[src/rtl/cache_ctrl_pkg.sv]
// Shared definitions for the cache controller.
//   - 3-bit state encodings (also exported on state_o for debug)
//   - state_e enum built from those encodings; encoding 7 is unused
package cache_ctrl_pkg;

    localparam logic [2:0] EncIdle   = 3'd0;
    localparam logic [2:0] EncLookup = 3'd1;
    localparam logic [2:0] EncWrHit  = 3'd2;
    localparam logic [2:0] EncWrThru = 3'd3;
    localparam logic [2:0] EncRefill = 3'd4;
    localparam logic [2:0] EncEvict  = 3'd5;
    localparam logic [2:0] EncResp   = 3'd6;

    typedef enum logic [2:0] {
        StIdle   = EncIdle,
        StLookup = EncLookup,
        StWrHit  = EncWrHit,
        StWrThru = EncWrThru,
        StRefill = EncRefill,
        StEvict  = EncEvict,
        StResp   = EncResp
    } state_e;

endpackage

[src/rtl/cache_ctrl_beat_cnt.sv]
// Beat index and memory-wait timeout counters for the cache controller.
// Ports:
//   clk, reset      - clock, asynchronous active-low reset
//   clear           - zero both counters (takes priority)
//   advance         - one burst word transferred: bump word_idx, restart timeout
//   stall           - memory state cycle without mem_ready: bump timeout counter
//   word_idx        - current beat within the line (wraps after LINE_WORDS-1)
//   last_beat       - word_idx is on the final word of the line
//   timed_out       - timeout counter has reached TIMEOUT-1
module cache_ctrl_beat_cnt
    import cache_ctrl_pkg::*;
#(
    parameter int unsigned LINE_WORDS = 4,
    parameter int unsigned CNT_W      = $clog2(LINE_WORDS),
    parameter int unsigned TIMEOUT    = 16
) (
    input  logic             clk,
    input  logic             reset,
    input  logic             clear,
    input  logic             advance,
    input  logic             stall,
    output logic [CNT_W-1:0] word_idx,
    output logic             last_beat,
    output logic             timed_out
);

    localparam int unsigned TMO_W = $clog2(TIMEOUT);
    localparam logic [CNT_W-1:0] LastIdx = CNT_W'(LINE_WORDS - 1);
    localparam logic [TMO_W-1:0] TmoMax  = TMO_W'(TIMEOUT - 1);

    logic [CNT_W-1:0] idx_q, idx_d;
    logic [TMO_W-1:0] tmo_q, tmo_d;

    always_comb begin
        idx_d = idx_q;
        tmo_d = tmo_q;
        if (clear) begin
            idx_d = '0;
            tmo_d = '0;
        end else if (advance) begin
            // LINE_WORDS is a power of two, so the index wraps to 0 by itself
            idx_d = idx_q + CNT_W'(1);
            tmo_d = '0;
        end else if (stall && (tmo_q != TmoMax)) begin
            tmo_d = tmo_q + TMO_W'(1);
        end
    end

    always_ff @(posedge clk or negedge reset) begin
        if (!reset) begin
            idx_q <= '0;
            tmo_q <= '0;
        end else begin
            idx_q <= idx_d;
            tmo_q <= tmo_d;
        end
    end

    assign word_idx  = idx_q;
    assign last_beat = (idx_q == LastIdx);
    assign timed_out = (tmo_q == TmoMax);

endmodule

[src/rtl/cache_ctrl_fsm.sv]
// Cache controller state machine: sequences tag/data RAM access for CPU reads
// and writes, multi-word line refill (and eviction) over the memory port, and
// reports memory-wait timeouts to the CPU. Drives control strobes only.
// Optional feature macro: CACHE_WRITE_BACK_EN (write-back, write-allocate).
// Default build is write-through, no-allocate; dirty is then ignored.
// Ports:
//   clk, reset              - clock, asynchronous active-low reset
//   run, rw                 - CPU request valid / 1=write (sampled in IDLE)
//   hit, dirty              - tag compare and victim dirty bit (valid in LOOKUP)
//   mem_ready               - memory accepted/returned one word this cycle
//   sel_mem_cpu             - data-RAM write source, 1=memory 0=CPU
//   tag_rd_en, data_rd_en   - RAM read strobes
//   tag_wr_en, data_wr_en   - RAM write strobes
//   mem_rd_req, mem_wr_req  - memory requests, held for the whole burst
//   word_idx                - current beat within the line
//   dirty_set, dirty_clr    - dirty bit maintenance (write-back only)
//   cpu_ready, cpu_err      - completion pulse, qualified by timeout error
//   state_o                 - current state encoding
module cache_ctrl_fsm
    import cache_ctrl_pkg::*;
#(
    parameter int unsigned LINE_WORDS = 4,
    parameter int unsigned CNT_W      = $clog2(LINE_WORDS),
    parameter int unsigned TIMEOUT    = 16
) (
    input  logic             clk,
    input  logic             reset,
    input  logic             run,
    input  logic             rw,
    input  logic             hit,
    input  logic             dirty,
    input  logic             mem_ready,
    output logic             sel_mem_cpu,
    output logic             tag_rd_en,
    output logic             data_rd_en,
    output logic             tag_wr_en,
    output logic             data_wr_en,
    output logic             mem_rd_req,
    output logic             mem_wr_req,
    output logic [CNT_W-1:0] word_idx,
    output logic             dirty_set,
    output logic             dirty_clr,
    output logic             cpu_ready,
    output logic             cpu_err,
    output logic [2:0]       state_o
);

`ifdef CACHE_WRITE_BACK_EN
    localparam bit WriteBack = 1'b1;
`else
    localparam bit WriteBack = 1'b0;
`endif

    state_e state_q, state_d;
    logic   rw_q, rw_d;
    logic   err_q, err_d;

    logic   mem_state, abort, cnt_clear, cnt_advance, cnt_stall;
    logic   last_beat, timed_out;

    assign mem_state = (state_q == StWrThru) || (state_q == StRefill) || (state_q == StEvict);
    assign cnt_stall = mem_state && !mem_ready;
    // A beat on the timeout cycle wins over the timeout
    assign abort     = cnt_stall && timed_out;
    assign cnt_advance = mem_ready && ((state_q == StRefill) || (state_q == StEvict));
    // Counters sit at zero outside memory states, so entry always starts fresh
    assign cnt_clear = !mem_state || abort || ((state_q == StWrThru) && mem_ready);

    cache_ctrl_beat_cnt #(
        .LINE_WORDS (LINE_WORDS),
        .CNT_W      (CNT_W),
        .TIMEOUT    (TIMEOUT)
    ) u_beat_cnt (
        .clk       (clk),
        .reset     (reset),
        .clear     (cnt_clear),
        .advance   (cnt_advance),
        .stall     (cnt_stall),
        .word_idx  (word_idx),
        .last_beat (last_beat),
        .timed_out (timed_out)
    );

    always_comb begin
        state_d     = state_q;
        rw_d        = rw_q;
        err_d       = err_q;
        sel_mem_cpu = 1'b0;
        tag_rd_en   = 1'b0;
        data_rd_en  = 1'b0;
        tag_wr_en   = 1'b0;
        data_wr_en  = 1'b0;
        mem_rd_req  = 1'b0;
        mem_wr_req  = 1'b0;
        dirty_set   = 1'b0;
        dirty_clr   = 1'b0;
        cpu_ready   = 1'b0;
        cpu_err     = 1'b0;

        case (state_q)
            StIdle: begin
                if (run) begin
                    rw_d    = rw;
                    state_d = StLookup;
                end
            end
            StLookup: begin
                tag_rd_en  = 1'b1;
                data_rd_en = 1'b1;
                if (hit) begin
                    state_d = rw_q ? StWrHit : StResp;
                end else if (WriteBack && dirty) begin
                    state_d = StEvict;
                end else if (rw_q && !WriteBack) begin
                    state_d = StWrThru;  // no allocate on write miss
                end else begin
                    state_d = StRefill;
                end
            end
            StWrHit: begin
                data_wr_en = 1'b1;
                dirty_set  = WriteBack;
                state_d    = WriteBack ? StResp : StWrThru;
            end
            StWrThru: begin
                mem_wr_req = 1'b1;
                if (mem_ready) begin
                    state_d = StResp;
                end
            end
            StRefill: begin
                mem_rd_req  = 1'b1;
                sel_mem_cpu = 1'b1;
                if (mem_ready) begin
                    data_wr_en = 1'b1;
                    if (last_beat) begin
                        tag_wr_en = 1'b1;
                        // write-allocate: the CPU word is merged after the fill
                        state_d   = rw_q ? StWrHit : StResp;
                    end
                end
            end
            StEvict: begin
                mem_wr_req = 1'b1;
                data_rd_en = 1'b1;
                if (mem_ready && last_beat) begin
                    dirty_clr = WriteBack;
                    state_d   = StRefill;
                end
            end
            StResp: begin
                cpu_ready = 1'b1;
                cpu_err   = err_q;
                err_d     = 1'b0;
                state_d   = StIdle;
            end
            default: begin
                state_d = StIdle;
            end
        endcase

        if (abort) begin
            err_d   = 1'b1;
            state_d = StResp;
        end
    end

    always_ff @(posedge clk or negedge reset) begin
        if (!reset) begin
            state_q <= StIdle;
            rw_q    <= 1'b0;
            err_q   <= 1'b0;
        end else begin
            state_q <= state_d;
            rw_q    <= rw_d;
            err_q   <= err_d;
        end
    end

    assign state_o = state_q;

endmodule
[config.mk]
export PLATFORM = sky130hd
export DESIGN_NAME = cache_ctrl_fsm
export DESIGN_NICKNAME = d
export VERILOG_FILES = /design/src/rtl/cache_ctrl_pkg.sv /design/src/rtl/cache_ctrl_beat_cnt.sv /design/src/rtl/cache_ctrl_fsm.sv
export SDC_FILE = /design/constraint.sdc
export NUM_CORES = 1
export LEC_CHECK = 0
export BUFFER_PORTS_ARGS = -buffer_cell sky130_fd_sc_hd__buf_2
export CAP_MARGIN = 10
export CORE_UTILIZATION = 35
export DETAILED_ROUTE_END_ITERATION = 10
export PLACE_DENSITY = 0.67
export SYNTH_ARGS = -nofsm -noshare
export SYNTH_HDL_FRONTEND = slang
export SYNTH_HIERARCHICAL = 1
export SYNTH_SLANG_ARGS = --single-unit
[constraint.sdc]
create_clock -name clk -period 2.6 [get_ports clk]
set_input_delay 0.13 -clock clk [delete_from_list [all_inputs] [get_ports clk]]
set_output_delay 0.13 -clock clk [all_outputs]
set_load 0.005 [all_outputs]
# == Word level (Yosys, flattened, before mapping) ==
# Index checks and enable logic that the tools add are counted.
# word_totals
regBits,11
in_bits,7
# op_classes
n_mux,28
add_sub_neg,2
n_reduce_logical,21
eq_ne,14
# op_table
op,count
3-bit two-way mux,9
3-bit one-hot mux with 6 select lines,1
1-bit two-way mux,12
4-bit two-way mux,3
3-bit != test (second input constant),4
3-bit equality test (second input constant),3
3-bit by 2-bit equality test with 1-bit output (second input constant),2
1-bit logical AND,6
1-bit logical OR,5
5-bit AND reduction,1
4-bit by 1-bit adder with 4-bit output (second input constant),1
4-bit equality test (second input constant),1
2-bit two-way mux,2
4-bit != test (second input constant),1
2-bit nonzero test,2
2-bit OR reduction,2
3-bit by 1-bit equality test with 1-bit output (second input constant),1
3-bit logical NOT,1
3-bit by 2-bit != test with 1-bit output (second input constant),1
3-bit nonzero test,1
2-bit by 1-bit adder with 2-bit output (second input constant),1
2-bit equality test (second input constant),1
1-bit logical NOT,2
1-bit one-hot mux with 2 select lines,1
2-bit AND reduction,1

# == Longest topological paths before layout ==
# Gate-level depths: netlist of run 1.
# depth
word_depth,8
ltp_mapped,7
depth_no_buf,7

# == Modules after synthesis ==
# The synthesis of run 1 kept the hierarchy.
# by_module_without_submodules
module,area_each_um2,n_inst,cells_each,seq_area_each_um2
cache_ctrl_fsm,488.0,1,59,125.1
cache_ctrl_beat_cnt,311.5,1,28,150.1

# == Least setup slack after synthesis of run 1 ==
# No wires, ideal clock.
# synth_timing
path_type,flip-flop to flip-flop
from,register state_q[1] (netlist: state_o[1])
to,register u_beat_cnt.tmo_q[3]
path_stages_with_launch,8
period_less_slack_ns,1.635
arrival_time_ns,1.498
setup_slack_ns,0.965
setup_ns,0.137
path_cell_list,dfrtp_1 -> buf_6 -> nor2b_2 -> a21oi_1 -> nor2_1 -> nand4_1 -> o211ai_1 -> o41ai_1
# synth_via
elab_chain_len,8
word_cells_on_any_way,17
# synth_lines
item,line_no,text
from (decl),cache_ctrl_fsm.sv:54,"state_e state_q, state_d;"
from (signal assigned),cache_ctrl_fsm.sv:170,state_q <= StIdle;
from (signal assigned),cache_ctrl_fsm.sv:174,state_q <= state_d;
3-bit by 2-bit equality test with 1-bit output / 3-bit equality test (equally long branches),cache_ctrl_fsm.sv:61,assign mem_state = (state_q == StWrThru) || (state_q == StRefill) || (state_q == StEvict);
1-bit logical OR,cache_ctrl_fsm.sv:61,
1-bit logical OR *,cache_ctrl_fsm.sv:61,
1-bit logical AND *,cache_ctrl_fsm.sv:62,assign cnt_stall = mem_state && !mem_ready;
net cnt_stall,cache_ctrl_fsm.sv:58,"logic mem_state, abort, cnt_clear, cnt_advance, cnt_stall;"
1-bit logical AND,cache_ctrl_fsm.sv:64,assign abort = cnt_stall && timed_out;
1-bit logical OR (2 in series),cache_ctrl_fsm.sv:67,assign cnt_clear = !mem_state || abort || ((state_q == StWrThru) && mem_ready);
3-bit nonzero test (no source line) / 4-bit two-way mux (equally long branches),-,
to (signal assigned),cache_ctrl_beat_cnt.sv:55,tmo_q <= tmo_d;
to (decl),cache_ctrl_beat_cnt.sv:32,"logic [TMO_W-1:0] tmo_q, tmo_d;"
# The timed path passes the listed nets; every way through them passes the cells marked *.
# A chain may end at the register's enable or synchronous reset.

# == Worst setup path after layout of run 1 ==
# layout_timing
from,register state_q[2] (netlist: state_o[2])
to,register u_beat_cnt.tmo_q[3]
# The elaborated chain is that of the path after synthesis.

==> results of run 1 <==
## sequential cells by signal, indices dropped and copies added, names as in the netlist
name and cells:
u_beat_cnt/tmo_q 4, rw_q 1, u_beat_cnt/word_idx 2, err_q 1
state_o 3
## cells in the final DEF (no fill, tap or decap), drive strengths merged, types with 3 or more instances in the layout
cell / netlist / layout
nor2: 10 / 10
mux2i: 3 / 3
nand2b: 4 / 4
nand2: 7 / 7
inv: 5 / 5
o21ai: 3 / 3
a21oi: 4 / 4
dfrtp: 11 / 11
buf: 6 / 19
clkbuf: 0 / 4
## per-stage QoR
step,cell area [sq um],power [mW]
after floorplan,803.3,0.6790
after global placement,885.9,0.7805
after detailed placement,885.9,0.7884
after CTS,922.1,0.9107
after global routing,922.1,0.9858
final,922.1,0.9008
## power by group through the flow
stage	combinational [mW]	clock [mW]	sequential (mW)
after global placement	0.464	0	0.316
after global routing	0.525	0.129	0.332
final	0.469	0.116	0.316
after floorplan	0.418	0	0.261
after CTS	0.472	0.123	0.316
after detailed placement	0.469	0	0.319
## cell usage after synthesis
cell type / instances
nor4_1: 1
o22ai_1: 1
a22oi_1: 2
nand4_1: 1
nor2b_2: 2
o41ai_1: 1
nor2_1: 10
and4bb_4: 1
buf_6: 1
o211ai_1: 1
a21oi_1: 4
buf_4: 4
a211oi_2: 1
and2_1: 1
nand2b_4: 1
inv_2: 1
o21a_1: 1
nand2_1: 7
nand2b_1: 3
a31oi_1: 1
ha_1: 2
buf_2: 1
or3b_4: 1
or3_1: 2
and3_1: 1
inv_1: 4
xnor2_1: 1
nor3_1: 2
o2bb2ai_1: 1
conb_1: 1
o31a_1: 1
mux2i_1: 3
o311ai_1: 1
o21ai_0: 3
nor4b_2: 1
o32ai_2: 1
and3_4: 1
nand4b_1: 1
dfrtp_1: 11
a21o_1: 1
a41o_1: 1
a22o_1: 1
## tightest hold or removal path: stages
cell and delay, ps:
buf_2 70, nand2_1 30, o21ai_0 50
## how the worst max path moves through the flow
stage / from / slack, ps / to / depth (start not counted)
2_1_floorplan: state_o[1] / 960 / u_beat_cnt/tmo_q[3] / 7
3_3_place_gp: state_o[2] / 720 / u_beat_cnt/tmo_q[3] / 6
3_5_place_dp: state_o[2] / 660 / u_beat_cnt/tmo_q[3] / 6
4_1_cts: state_o[2] / 630 / u_beat_cnt/tmo_q[3] / 6
5_1_grt: state_o[2] / 480 / u_beat_cnt/tmo_q[3] / 6
6_report: state_o[2] / 600 / u_beat_cnt/tmo_q[3] / 6
## per-layer routing
metal,share of wire [%],global-route usage (%),routed length [microns]
met5,0,0,0
met3,4.3,2.160,73
met1,51,21.86,861
met4,1.2,9.048,21
met2,43,21.62,730
## final cells by class
cell class,count,area (sq um)
fill,216,1140
multi-input combinational,66,462.9
sequential,11,275.3
timing repair buffer,20,105.1
tap,27,33.78
clock buffer,4,26.28
inverter,5,18.77
## cell families (layout without fill, tap and decap cells)
logic type,after synthesis,after routing
compound gates,22,22
flops,11,11
mux,3,3
xor+xnor,1,1
buf+inv,11,29
fa+ha+maj,2,2
other cells,1,2
simple gates,36,36
## what timing repair did
| action | 4_1_cts | 5_1_grt |
|---|---|---|
| hold endpoints to repair | 11 | 0 |
| resized for setup | 0 | 0 |
| hold buffers | 1 | 0 |
==> impl_metrics.tcl, run 1 <==
set metrics [dict create \
    die_y_microns 49.80 \
    cap_violations 0 \
    synth_top_area_share_pct 34.43 \
    ys_types 42 \
    rr_startpoint "state_o[2]" \
    hold_path_class "primary input to flip-flop" \
    wl_per_cell_microns 12.67 \
    dr.pass1.iters 4 \
    arrival_ps 2140 \
    rsz0062_at_grt "false" \
    routabilityCongestion 0.8295 \
    finClkSkew_ps 1.413 \
    synth-compound-area-share_pct 20.97 \
    grt_usage_pct 15.33 \
    synth-seq-area-share_pct 34.43 \
    synth_mux_area_share_pct 3.756 \
    fmax_mhz 499.8 \
    ys_ff_latch 11 \
    synthSimpleGateAreaFrac_pct 28.01 \
    switching_share_pct 43.69 \
    p_int_mw 0.5072 \
    synth_warnings 6 \
    num-nets-final 116 \
    drtIter0Drc 14 \
    setup_slack_ps 599.0 \
    cts_tree "built" \
    portBuffers 19 \
    clockBufferDepth 2 \
    status "complete, no violations" \
    critPathBufInv 0 \
    htree_levels 1 \
    reg2reg_to "u_beat_cnt/tmo_q[3]" \
    grt_pass1_wl_mm 2.898 \
    clockRootBuffer "clkbuf_4" \
    grt_max_degree 18 \
    vias_per_cell 5.383 \
    synth_area_leaders "dfrtp_1, nor2_1, mux2i_1" \
    p_leak_nw 0.4442 \
    drive_gt1_share_pct 30.19 \
    vias 716 \
    drtAntennaViolNets 0 \
    end_kind "flip-flop" \
    drt_wl_total_mm 1.685 \
    critPathSlowestCell "dfrtp_1" \
    seq_power_share_pct 35.0 \
    dp_hpwl_mm 1.207 \
    start_util_pct 38.77 \
    clkTransAtPathRegs_ps 70 \
    worst_ep_required_time_ps 2730 \
    die_area_sq_um 2480 \
    min_path_cells 3 \
    slew_headroom_pct 66.49 \
    layout.cells.non_filler 133 \
    worstPathMaxFanout 17 \
    drv_slew 0 \
    criticalPathCategory "flip-flop to flip-flop" \
    finalCriticalPeriod_ps 2001 \
    finalSetupTns_ps 0 \
    yosys.area_share.adder_pct 3.130 \
    core-area_sq_um 2062 \
    drc 0 \
    areaGrowthSynthToFinish_pct 15.34 \
    synth.cell_area_sq_um 799.5 \
    p_sw_mw 0.3936 \
    finalCritPeriodShare_pct 76.96 \
    synth_xor_area_share_pct 1.095 \
    rr_worst_depth 6 \
    path_cells "nor2b_2 > a21oi_1 > nor2_1 > nand4_1 > o211ai_1 > o41ai_1" \
    num_rows 16 \
    hold-worst-slack_ps 62.63 \
    grt-ovfl-total 0 \
    max_stage_delay_ps 640 \
    grt_pass1_vias 654 \
    path_delay_family "simple AND/OR/NAND/NOR gates" \
    vdd_drop_max_uv 485.3 \
    antenna_found_initial 0 \
    clock-sinks 11 \
    yosysTopAreaCell "dfrtp_1" \
    placed_cells 128 \
    whs_endpoint "rw_q" \
    hp-start "rw" \
    postCtsSetupBuffers 0 \
    pwr-share-clk_pct 12.8 \
    cts_inserted_buffers 3 \
    p_comb_share_pct 52.1 \
    synth_top_family_by_area "simple AND/OR/NAND/NOR gates" \
    ios 23 \
    setup_viol 0 \
    die_x_microns 49.80 \
    netlist_instances 87 \
    final_util_pct 44.72 \
    reg2reg_setup_slack_ps 600 \
    clock_latency_ps 270 \
    post-place-ws_ps 661.9 \
    avgSynthCellArea_sq_um 9.190 \
    hold_viol_final 0 \
    powerDensity_nw_per_um2 976.8 \
    antennaDiodeCount 0 \
    critPathLaunchType "flip-flop" \
    worst_pin_slew_ps 500.9 \
]
Note: power is estimated with default switching activity, not from simulation.
==> run 2: changes to the inputs <==
--- a/config.mk
+++ b/config.mk
@@ -9,7 +9,7 @@
 export CAP_MARGIN = 10
 export CORE_UTILIZATION = 35
 export DETAILED_ROUTE_END_ITERATION = 10
-export PLACE_DENSITY = 0.67
+export PLACE_DENSITY = 0.69
 export SYNTH_ARGS = -nofsm -noshare
 export SYNTH_HDL_FRONTEND = slang
 export SYNTH_HIERARCHICAL = 1
==> constraint.sdc (replaced) <==
create_clock -name clk -period 1.6 [get_ports clk]
set_input_delay 0.08 -clock clk [delete_from_list [all_inputs] [get_ports clk]]
set_output_delay 0.08 -clock clk [all_outputs]
set_load 0.005 [all_outputs]
==> run 2 against run 1 <==
  * Sequential power up 30%
  * Register-to-register slack worse by 510 ps
  * Die area unchanged
  * Critical path type is now flip-flop to output port
==> impl_metrics.tcl, run 2 (synthesis results as in run 1) <==
set metrics [dict create \
    status "complete, no violations" \
    areaGrowthSynthToFinish_pct 37.87 \
    routabilityCongestion 0.8264 \
    grt-ovfl-total 0 \
    drtAntennaViolNets 0 \
    drt_wl_total_mm 1.855 \
    grt_pass1_wl_mm 3.029 \
    fmax_mhz 657.7 \
    htree_levels 1 \
    antennaDiodeCount 0 \
    clkTransAtPathRegs_ps 60 \
    max_stage_delay_ps 450 \
    clockBufferDepth 2 \
    largest_reg_flops 4 \
    powerDensity_nw_per_um2 1618 \
    fillers 200 \
    arrival_ps 1440 \
    wl_per_cell_microns 12.20 \
    setup_slack_ps 79.64 \
    end_kind "output port" \
    portBuffers 19 \
    hp-start "rw" \
    worst_ep_required_time_ps 1520 \
    p_leak_nw 0.5446 \
    critPathSlowestCell "dfrtp_2" \
    drc 0 \
    setup.worst_path.start "state_o[1]" \
    clock_latency_ps 270 \
    cts_tree "built" \
    multi_input_area_sq_um 488.0 \
    grt_max_degree 16 \
    cap_violations 0 \
    core-area_sq_um 2062 \
    regMostFlops "u_beat_cnt/tmo_q" \
    hold_path_class "primary input to flip-flop" \
    finClkSkew_ps 4.525 \
    final_util_pct 53.46 \
    vdd_drop_max_uv 922.0 \
    ios 23 \
    dr.pass1.iters 4 \
    rsz0062_at_grt "true" \
    num-nets-final 135 \
    grt_pass1_vias 723 \
    start_util_pct 38.77 \
    die_y_microns 49.80 \
    final_common_cell "buf_2" \
    antenna_found_initial 0 \
    criticalPathCategory "flip-flop to output port" \
    most-common-layout-cells "buf_2, buf_4, dfrtp_1" \
    seq_area_sq_um 276.5 \
    vias 780 \
    worstPathMaxFanout 6 \
    grt_usage_pct 16.16 \
    cts_inserted_buffers 3 \
    setup_viol 0 \
    vias_per_cell 5.132 \
    die_x_microns 49.80 \
    finalCriticalPeriod_ps 1520 \
    drtIter0Drc 8 \
    path_cells "buf_6 > or3b_4 > nor2_2 > buf_2" \
    drive_gt1_share_pct 47.20 \
    num_rows 16 \
    hold-worst-slack_ps 32.97 \
    clock-sinks 11 \
    die_area_sq_um 2480 \
    hold_viol_final 0 \
    rr_startpoint "u_beat_cnt/tmo_q[0]" \
    finalCritPeriodShare_pct 95.02 \
    dp_hpwl_mm 1.362 \
    power_mw 1.783 \
    clockRootBuffer "clkbuf_4" \
    critPathLaunchType "flip-flop" \
    drv_slew 0 \
    post-place-ws_ps 12.65 \
]
## run 2: changes by cell type in the layout (fill, tap and decap cells not counted)
cell      delta
buf_4       +16
nor2_1       -4
nor2_2       +4
buf_6        +3
a22oi_1      -1
a22oi_2      +1
dfrtp_1      -1
dfrtp_2      +1
ha_1         -1
ha_2         +1
nand2b_1     -1
nand2b_4     +1
## run 2: cell type report
cell class / count / share of cell area [%]
Clock buffer: 4 / 2.384
Timing Repair Buffer: 39 / 23.50
Inverter: 5 / 1.703
Sequential cell: 11 / 25.09
Tap cell: 27 / 3.065
Multi-Input combinational cell: 66 / 44.27
## run 2: what timing repair did
item / CTS / global route
buffers inserted: 0 / 4
resized for setup: 2 / 8
hold endpoints to repair: 11 / 0
hold buffers: 1 / 0
endpoints found under the setup margin: 4 / 8
pin swaps: 0 / 2
## run 2: path summary, 6_finish.rpt
check | to | slack (ps) | depth (start not counted)
worst max-delay path | tag_wr_en | 80 | 4
worst min-delay path | rw_q | 30 | 3
worst max register to register | u_beat_cnt/tmo_q[0] | 90 | 6
worst min register to register | u_beat_cnt/tmo_q[3] | 500 | 1
max in group asynchronous | state_o[1] | 1160 | 2
min in group asynchronous | u_beat_cnt/tmo_q[1] | 210 | 2
## run 2: per-stage QoR
step	TNS (ps)	cells	instance area, sq um
after global placement	0	143	1001
final	0	152	1102
after global routing	-22.54	152	1102
after floorplan	0	88	805.8
after CTS	0	148	1044
after detailed placement	0	143	1001
## run 2: metal layers
metal	vias to the layer above	track usage (%)	wire [microns]	part of all wire, %
met4	0	7.143	13	0.70
met3	2	2.778	83	4.5
met2	25	25.90	870	47
met5	-	0	0	0
met1	361	21.06	887	48
li1	392	-	-	-
## run 2: worst max-delay path: cells and delay by family, from the launching register on
kind	cells	cell delay (ps)
buf+inv	2	240
simple gates	2	480
flops	1	450
## run 2: where the power goes
part	total [mW]	switching, mW	internal (mW)
Clock	0.188	0.0911	0.0964
Sequential	0.412	0.0595	0.352
Combinational	1.18	0.575	0.609
Total	1.78	0.726	1.06
==> run 3: changes to the inputs <==
--- a/config.mk
+++ b/config.mk
@@ -7,9 +7,11 @@
 export LEC_CHECK = 0
 export BUFFER_PORTS_ARGS = -buffer_cell sky130_fd_sc_hd__buf_2
 export CAP_MARGIN = 10
-export CORE_UTILIZATION = 35
+export CELL_PAD_IN_SITES_DETAIL_PLACEMENT = 0
+export CELL_PAD_IN_SITES_GLOBAL_PLACEMENT = 2
+export CORE_UTILIZATION = 26
 export DETAILED_ROUTE_END_ITERATION = 10
-export PLACE_DENSITY = 0.69
+export PLACE_DENSITY = 0.81
 export SYNTH_ARGS = -nofsm -noshare
 export SYNTH_HDL_FRONTEND = slang
 export SYNTH_HIERARCHICAL = 1
==> run 3 against run 2 <==
  * The run now ends with DRC left
  * Highest routed layer unchanged
  * Flip-flop and latch count stayed put
  * Total power is 0.18% higher
  * Sequential share of layout area is 0.057 points higher
  * Via count is 1.9% lower
  * Clock power is 4% higher
  * Largest cell class unchanged
  * Combinational power hardly changed
==> impl_metrics.tcl, run 3 (synthesis results as in run 1) <==
set metrics [dict create \
    most-common-layout-cells "buf_2, buf_4, dfrtp_1" \
    routabilityCongestion 0.7828 \
    antenna_found_initial 0 \
    regMostFlops "u_beat_cnt/tmo_q" \
    grt_pass1_wl_mm 3.291 \
    drc 6 \
    cap_violations 0 \
    end_kind "output port" \
    die_y_microns 57.46 \
    powerDensity_nw_per_um2 1624 \
    hp-start "rw" \
    finalCriticalPeriod_ps 1539 \
    critPathBufInv 2 \
    die_area_sq_um 3301 \
    drv_slew 0 \
    clockBufferDepth 2 \
    status "finished with violations" \
    num_rows 19 \
    start_util_pct 28.26 \
    vias 765 \
    setup.worst_path.start "state_o[1]" \
    cts_tree "built" \
    critPathLaunchType "flip-flop" \
    max_stage_delay_ps 450 \
    criticalPathCategory "flip-flop to output port" \
    setup_slack_ps 61.12 \
    areaGrowthSynthToFinish_pct 37.56 \
    cts_inserted_buffers 3 \
    clock-sinks 11 \
    clock_latency_ps 270 \
    grt_usage_pct 13.05 \
    hold_path_class "primary input to flip-flop" \
    drt_wl_total_mm 1.910 \
    htree_levels 1 \
    num-nets-final 134 \
    vdd_drop_max_uv 656.2 \
    dp_hpwl_mm 1.457 \
    critPathSlowestCell "dfrtp_2" \
    setup_viol 0 \
    violations "DRC" \
    drive_gt1_share_pct 45.97 \
    core-area_sq_um 2829 \
    rr_worst_depth 5 \
    power_mw 1.787 \
    min_path_cells 3 \
    path_depth 4 \
    largest_reg_flops 4 \
    finalCritPeriodShare_pct 96.18 \
    fmax_mhz 649.8 \
    p_leak_nw 0.5482 \
    post-place-ws_ps 9.873 \
    drtAntennaViolNets 0 \
    finClkSkew_ps 6.791 \
    arrival_ps 1460 \
    ios 23 \
    antennaDiodeCount 0 \
    path_delay_family "simple AND/OR/NAND/NOR gates" \
    worst_ep_required_time_ps 1520 \
    grt-ovfl-total 0 \
    portBuffers 19 \
    vias_per_cell 4.935 \
    wl_per_cell_microns 12.32 \
    clkTransAtPathRegs_ps 80 \
    grt_pass1_vias 712 \
    rr_startpoint "state_o[2]" \
    path_cells "buf_6 > or3b_4 > nor2_1 > buf_2" \
    worstPathMaxFanout 6 \
    drtIter0Drc 15 \
    die_x_microns 57.46 \
    dr.pass1.iters 6 \
    hold_viol_final 0 \
    grt_max_degree 12 \
    clockRootBuffer "clkbuf_4" \
    final_common_cell "buf_2" \
]
==> run 3: worst register-to-register path, stage by stage, from the launching register on <==
cell and delay (ps):
dfrtp_1 400, buf_4 140, and4bb_4 310, a22oi_2 100
buf_4 150, o41ai_1 320
==> run 3: metal layers <==
| metal | vias up | wire (microns) | global-route usage [%] |
|---|---|---|---|
| met1 | 359 | 926 | 18.04 |
| met3 | 2 | 117 | 5.215 |
| li1 | 384 | - | - |
| met4 | 0 | 13 | 3.136 |
| met5 | - | 0 | 0 |
| met2 | 20 | 853 | 18.94 |
==> run 3: power by group <==
group	switching, mW	internal (mW)	total, mW
logic	0.566	0.615	1.18
clock network	0.0985	0.0966	0.195
registers	0.0594	0.352	0.411
==> run 3: repair_timing <==
item                                    4_1_cts  5_1_grt
hold endpoints to repair                     11        0
pin swaps                                     0        1
buffers inserted                              0        2
gates resized for setup                       2        6
hold buffers                                  1        0
endpoints found under the setup margin        3        5
==> run 3: final timing paths <==
kind	to	slack, ps
setup / recovery	tag_wr_en	60
hold / removal	rw_q	20
setup reg to reg	u_beat_cnt/tmo_q[3]	60
hold reg to reg	u_beat_cnt/tmo_q[3]	510
max in group asynchronous	state_o[1]	1180
min in group asynchronous	u_beat_cnt/word_idx[0]	200
==> run 3: area by class of cell <==
type | instances | area, sq um
tap | 31 | 38.79
multi-input combinational | 66 | 495.5
fill | 298 | 1729
sequential | 11 | 276.5
timing repair buffer | 38 | 244.0
clock buffer | 4 | 26.28
inverter | 5 | 18.77
==> run 3: stage by stage <==
| step | hold slack, ps | cell area (sq um) | TNS, ps | util (%) | instances |
|---|---|---|---|---|---|
| after floorplan | -215.6 | 805.8 | 0 | - | 88 |
| after global placement | -25.24 | 1013 | 0 | 35.82 | 148 |
| after detailed placement | -28.19 | 1013 | 0 | 35.82 | 148 |
| after CTS | 7.554 | 1054 | 0 | 37.24 | 153 |
| after global routing | 34.87 | 1100 | -4.644 | 38.88 | 155 |
| final | 22.62 | 1100 | 0 | 38.88 | 155 |
